<file path="config.mk">
export PLATFORM = sky130hd
export DESIGN_NAME = lifo_stack
export DESIGN_NICKNAME = d
export VERILOG_FILES = /design/src/rtl/lifo_stack.sv
export SDC_FILE = /design/constraint.sdc
export NUM_CORES = 1
export LEC_CHECK = 0
export ABC_AREA = 1
export CAP_MARGIN = 20
export CORE_UTILIZATION = 65
export CTS_BUF_LIST = sky130_fd_sc_hd__clkbuf_4
export DETAILED_ROUTE_END_ITERATION = 10
export GPL_ROUTABILITY_DRIVEN = 0
export GPL_TIMING_DRIVEN = 0
export PLACE_DENSITY_LB_ADDON = 0.08
export SYNTH_ARGS = -nofsm -noshare
export SYNTH_HDL_FRONTEND = slang
export SYNTH_SLANG_ARGS = --single-unit
export TNS_END_PERCENT = 20
</file>
<file path="constraint.sdc">
create_clock -name i_clk -period 3.36 [get_ports i_clk]
set_input_delay 0.504 -clock i_clk [delete_from_list [all_inputs] [get_ports i_clk]]
set_output_delay 0.504 -clock i_clk [all_outputs]
set_load 0.05 [all_outputs]
</file>
<file path="src/rtl/lifo_stack.sv">
// Parametrised LIFO stack (DEPTH x WIDTH), s0/s1 registered, count and sticky error flags.
// Every operation completes in one cycle; no backpressure: overflow drops the bottom element, errors set sticky flags.
module lifo_stack #(
    parameter int WIDTH = 8,
    parameter int DEPTH = 12,
    parameter int CNT_W = $clog2(DEPTH + 1)
) (
    input  logic             i_clk,
    input  logic             i_rst_n,
    input  logic [WIDTH-1:0] i_data,
    input  logic             i_push,
    input  logic             i_pop,
    input  logic             i_swap,
    input  logic             i_dup,
    input  logic             i_clr,
    output logic [WIDTH-1:0] o_s0,
    output logic [WIDTH-1:0] o_s1,
    output logic [CNT_W-1:0] o_count,
    output logic             o_empty,
    output logic             o_full,
    output logic             o_ovf,
    output logic             o_unf
);

    localparam logic [CNT_W-1:0] DEPTH_C = CNT_W'(DEPTH);
    localparam logic [CNT_W-1:0] ONE_C   = CNT_W'(1);

    logic [WIDTH-1:0] stk [DEPTH];
    logic [CNT_W-1:0] cnt;
    logic             ovf;
    logic             unf;
    logic [WIDTH-1:0] push_dat;
    logic             is_empty;
    logic             is_full;

    assign is_empty = (cnt == '0);
    assign is_full  = (cnt == DEPTH_C);

    // dup is tested ahead of push, so i_dup alone selects the data source
    always_comb begin
        push_dat = i_data;
        if (i_dup) begin
            push_dat = stk[0];
        end
    end

    always_ff @(posedge i_clk or negedge i_rst_n) begin
        if (!i_rst_n) begin
            for (int k = 0; k < DEPTH; k++) begin
                stk[k] <= '0;
            end
            cnt <= '0;
            ovf <= 1'b0;
            unf <= 1'b0;
        end else if (i_clr) begin
            for (int k = 0; k < DEPTH; k++) begin
                stk[k] <= '0;
            end
            cnt <= '0;
            ovf <= 1'b0;
            unf <= 1'b0;
        end else if (i_swap) begin
            if (cnt > ONE_C) begin
                stk[0] <= stk[1];
                stk[1] <= stk[0];
            end else begin
                unf <= 1'b1;
            end
        end else if (i_push && i_pop) begin
            if (is_empty) begin
                unf <= 1'b1;
            end else begin
                stk[0] <= i_data;
            end
        end else if (i_dup && is_empty) begin
            unf <= 1'b1;
        end else if (i_dup || i_push) begin
            // a full stack loses its bottom element off the end of the shift
            for (int k = DEPTH - 1; k > 0; k--) begin
                stk[k] <= stk[k-1];
            end
            stk[0] <= push_dat;
            if (is_full) begin
                ovf <= 1'b1;
            end else begin
                cnt <= cnt + ONE_C;
            end
        end else if (i_pop) begin
            if (is_empty) begin
                unf <= 1'b1;
            end else begin
                for (int k = 0; k < DEPTH - 1; k++) begin
                    stk[k] <= stk[k+1];
                end
                stk[DEPTH-1] <= '0;
                cnt <= cnt - ONE_C;
            end
        end
    end

    assign o_s0    = stk[0];
    assign o_s1    = stk[1];
    assign o_count = cnt;
    assign o_empty = is_empty;
    assign o_full  = is_full;
    assign o_ovf   = ovf;
    assign o_unf   = unf;

endmodule

</file>
After elaboration in Yosys (flattened, before gate mapping)
Index checks and enable logic that the tools add are counted.
- register bits: 102
- magnitude comparators: 1
- $add $sub $neg: 2
- equal/unequal tests: 16
- reduce and logical (&&, ||, !) cells: 16
- multiplexer cells: 34
- operators by type and width (cell ; count):
    2-to-1 mux 96 bit ; 5
    2-to-1 mux 88 bit ; 1
    2-to-1 mux 80 bit ; 1
    2-to-1 mux 16 bit ; 2
    2-to-1 mux 4 bit ; 8
    2-to-1 mux 8 bit ; 3
    AND reduction 5 bit ; 3
    2-to-1 mux 1 bit ; 14
    != test 3 bit (second input constant) ; 4
    AND reduction 6 bit ; 2
    != test 5 bit (second input constant) ; 2
    nonzero test 5 bit ; 2
    != test 4 bit (second input constant) ; 2
    != test 5 x 3 -> 1 bit (second input constant) ; 1
    adder 4 x 1 -> 4 bit (second input constant) ; 1
    == test 4 bit (second input constant) ; 1
    > comparator 4 x 1 -> 1 bit (second input constant) ; 1
    logical NOT 4 bit ; 1
    != test 2 bit (second input constant) ; 2
    != test 4 x 3 -> 1 bit (second input constant) ; 1
    nonzero test 2 bit ; 2
    nonzero test 4 bit ; 1
    subtractor 4 x 1 -> 4 bit (second input constant) ; 1
    != test 3 x 1 -> 1 bit (second input constant) ; 1
    other kinds (6) ; 7

Depth between registers and ports, before layout
- depth after elaboration: 8
- gate-level depth with buffers: 10
- gate-level depth less buffers: 10

Worst setup path before layout
OpenSTA, ideal clock, no wires.
- kind: register to register
- start: register cnt[0], in the netlist o_count[0]
- end: register cnt[0], in the netlist o_count[0]
- buffers on the path: 0
- cell stages (with the launch flop): 9
- setup slack: 966 ps
- data arrival time: 2310 ps
- data required time: 3276 ps
- path through: dfrtp_1 -> inv_1 -> ha_1 -> inv_1 -> nor2_1 -> a21oi_1 -> nand3_1 -> nand2_1 -> o21ai_0
- elaborated cells on any way between the ends: 17
- those cells by class: 2 x add/sub; 4 x eq/ne; 8 x mux; 3 x reduce/logical
- RTL lines (item ; RTL line ; RTL):
    start, declared ; 29 ; logic [CNT_W-1:0] cnt;
    start signal, assigned ; 86 ; cnt <= cnt + ONE_C;
    start signal, assigned ; 96 ; cnt <= cnt - ONE_C;
    == test 4 bit ; 37 ; assign is_full = (cnt == DEPTH_C);
    net o_full ; 20 ; output logic o_full,
    != test 3 bit (no source line) ; - ;
    AND reduction 6 bit (no source line) ; - ;
The timed path passes the listed nets, and every way through them passes these cells. The select of a mux whose other input is x is not followed.
A chain may end at the register's enable or synchronous reset.

Worst setup path in the final report
- start: register cnt[0], in the netlist o_count[0]
- end: output port o_full
- cells in the longest elaborated chain, start to end: 1
- RTL lines (item ; RTL line):
    == test 4 bit ; 37
    end, declared ; 20
Every way passes these cells.

==> results.yml <==
yosys:
  synth_top_cell_by_area: "dfrtp_1"
  mappedNetlistNets: 618
  synth_cell_types: 23
  synth_top_cell_area_share_pct: 49.9
  synth_seq_cells: 102
  synth_top_cells_by_area: "dfrtp_1, nand2_1, a22oi_1"
  syn_inst: 599
  yosysMostFrequentCell: "nand2_1"
  yosys_warnings: 0
  synth_common_cells: "nand2_1, dfrtp_1, a22oi_1, o21ai_1, nor2_1"
  synth_edf_count: 0
  async_flop_share_pct: 100
  ys.flop_type: "dfrtp_1"
  avgSynthCellArea_um2: 8.53
  netlist_area_um2: 5110
  ys_seq_area_share_pct: 49.9
setup_path:
  cp_max_fo: 6
  crit_family: "buffers and inverters"
  crit_path_max_incr_delay_ns: 0.84
  worstPathRequired_ns: 2.86
  crit_buf_inv: 3
  critPathKind: "register to output port"
  cp_cell_sequence: "inv_1 > ha_1 > inv_1 > nor2_1 > clkdlybuf4s50_1"
  cp-end-kind: "output port"
  slowest_stage: "clkdlybuf4s50_1"
  path_common_cell: "inv_1"
  cp-start-kind: "register"
  cp.arrival_ns: 2.48
timing:
  rsz0062_at_grt: "no"
  maxSlewViolCount: 0
  setup_viol: 0
  tightest_slew_ns: 0.632
  setup_ws_ns: 0.378
  finalHoldViolations: 0
  period_share_pct: 88.8
  finalClockSkew_ns: 0.0199
  fin_crit_ns: 2.98
  relSlewSlack_pct: 57.8
  fmax_mhz: 335
  setup_tns_ns: 0
run_status:
  outcome: "finished, final reports clean"
clocking:
  clk_latency_ns: 0.46
  cts_buffers: 9
  htree_levels: 3
  clock_path_buffers: 2
  cts_sinks: 102
  root_buffer: "clkbuf_4"
  postCtsSetupBuffers: 0
  clk_pin_slew_worst_paths_ns: 0.16
  ctsResizeCount: 0
  ctsHoldBuffers: 0
  cts_tree: "built"
place:
  numPortBuffers: 37
  place_inst: 736
  dp_slack_ns: 0.917
  dp_hpwl_mm: 8.38
  postPlaceCellArea_um2: 5630
detailed_routing:
  ant_nets: 0
  vias: 4352
  drc: 0
  wl_per_cell_um: 15.3
  drt_iter0_drc: 398
  drtPass1Iterations: 7
  drt-vias-per-instance: 5.79
  wirelength_mm: 11.5
global_routing:
  use_met2_pct: 50.0
  grt_pass1_wl_mm: 20.0
  grtUsageTotal_pct: 30.3
  top_usage_layer: "met2"
  gr-usage-met3_pct: 4.46
  antenna_found_initial: 0
  gr-total-overflow: 0
  met1_usage_pct: 40.7
  grt_pass1_vias: 4194
  grt_max_degree: 56
min_path:
  worst_hold_path_type: "primary input to async pin"
floorplanning:
  die_w_um: 90.7
  placementRows: 31
  die_y_um: 90.7
  io_pins: 39
  initial_utilization_pct: 69.0
  design.core.area_um2: 7410
  dieArea_um2: 8220
power_and_ir_drop:
  ir_worst_vdd_v: 0.000372
  power_leakage_nw: 2.60
  power_density_nw_per_um2: 527
finish:
  nNetsFinal: 667
  finalNonFillerCells: 751
  antenna_cells: 0
  area_delta_synth_final_pct: 12.3
  stdcell_area_um2: 5740
  drive_above_1_share_pct: 11.2
flow_run:
  max_cap_viol_count: 0
==> state kept, by name, indices dropped and copies added (netlist names) <==
signal / flops
o_unf: 1
o_s0: 8
o_ovf: 1
o_count: 4
o_s1: 8
stk: 80
==> worst register-to-register path, stage by stage, from the launching register on <==
cell	delay [ns]
dfrtp_1	0.48
inv_1	0.14
ha_1	0.26
nand3_2	0.11
nand2_2	0.09
nand2_2	0.09
nand3_4	0.13
clkbuf_1	0.41
o21ai_1	0.12
==> cells by family (layout without fill, tap and decap cells) <==
group | Yosys count | count (layout) | share of synthesized area [%]
AND/OR/NAND/NOR | 241 | 241 | 19.3
AO/OA/AOI/OAI | 179 | 179 | 21.1
flip-flops | 102 | 102 | 49.9
buffers and inverters | 71 | 124 | 8.40
adder cells (fa/ha/maj) | 4 | 4 | 0.979
XOR/XNOR | 2 | 2 | 0.343
==> cell type report <==
class / instances / area [µm²]
fill: 519 / 1670
inverter: 17 / 63.8
timing repair buffer: 38 / 395
multi-input combinational: 426 / 2130
buffer: 54 / 365
clock buffer: 9 / 67.6
sequential: 102 / 2550
clock inverter: 6 / 40.0
tap: 99 / 124
==> metrics by stage <==
step                hold WS, ns  power [W]  utilization (%)
floorplan                 0.208    0.00218                -
global placement          0.469    0.00246             75.7
detailed placement        0.482    0.00249             76.0
CTS                      0.0416    0.00303             77.5
global route             0.0612    0.00320             77.5
finish                   0.0306    0.00302             77.5
==> layer usage <==
layer  routed length, µm  vias up
met4                 231        0
met3                 568       23
li1                    -     2133
met5                   0        -
met2                5660      140
met1                5050     2056
==> path summary, 6_finish.rpt <==
kind,startpoint,endpoint,slack [ns],cells past startpoint
max in group asynchronous,i_rst_n,stk[24],2.64,2
max reg2reg,o_count[0],stk[43],1.40,8
min in group i_clk,i_clr,o_ovf,0.33,2
min,i_rst_n,o_count[3],0.03,1
min reg2reg,o_ovf,o_ovf,0.51,2
max,o_count[0],o_full,0.38,5
==> power by group <==
group          switching [W]  internal [W]
combinational       0.000703      0.000376
sequential         0.0000897       0.00131
clock               0.000403      0.000145
total                0.00120       0.00183
==> cells in the final DEF (no fill, tap or decap), drive strengths merged <==
master,n
a21oi,2
a22oi,72
buf,46
clkbuf,19
clkdlybuf4s50,36
clkinv,3
clkinvlp,3
dfrtp,102
ha,4
inv,17
nand2,161
nand3,25
nand4,1
nor2,54
o21ai,105
xnor2,1
xor2,1
(Power assumes the default switching activity.)
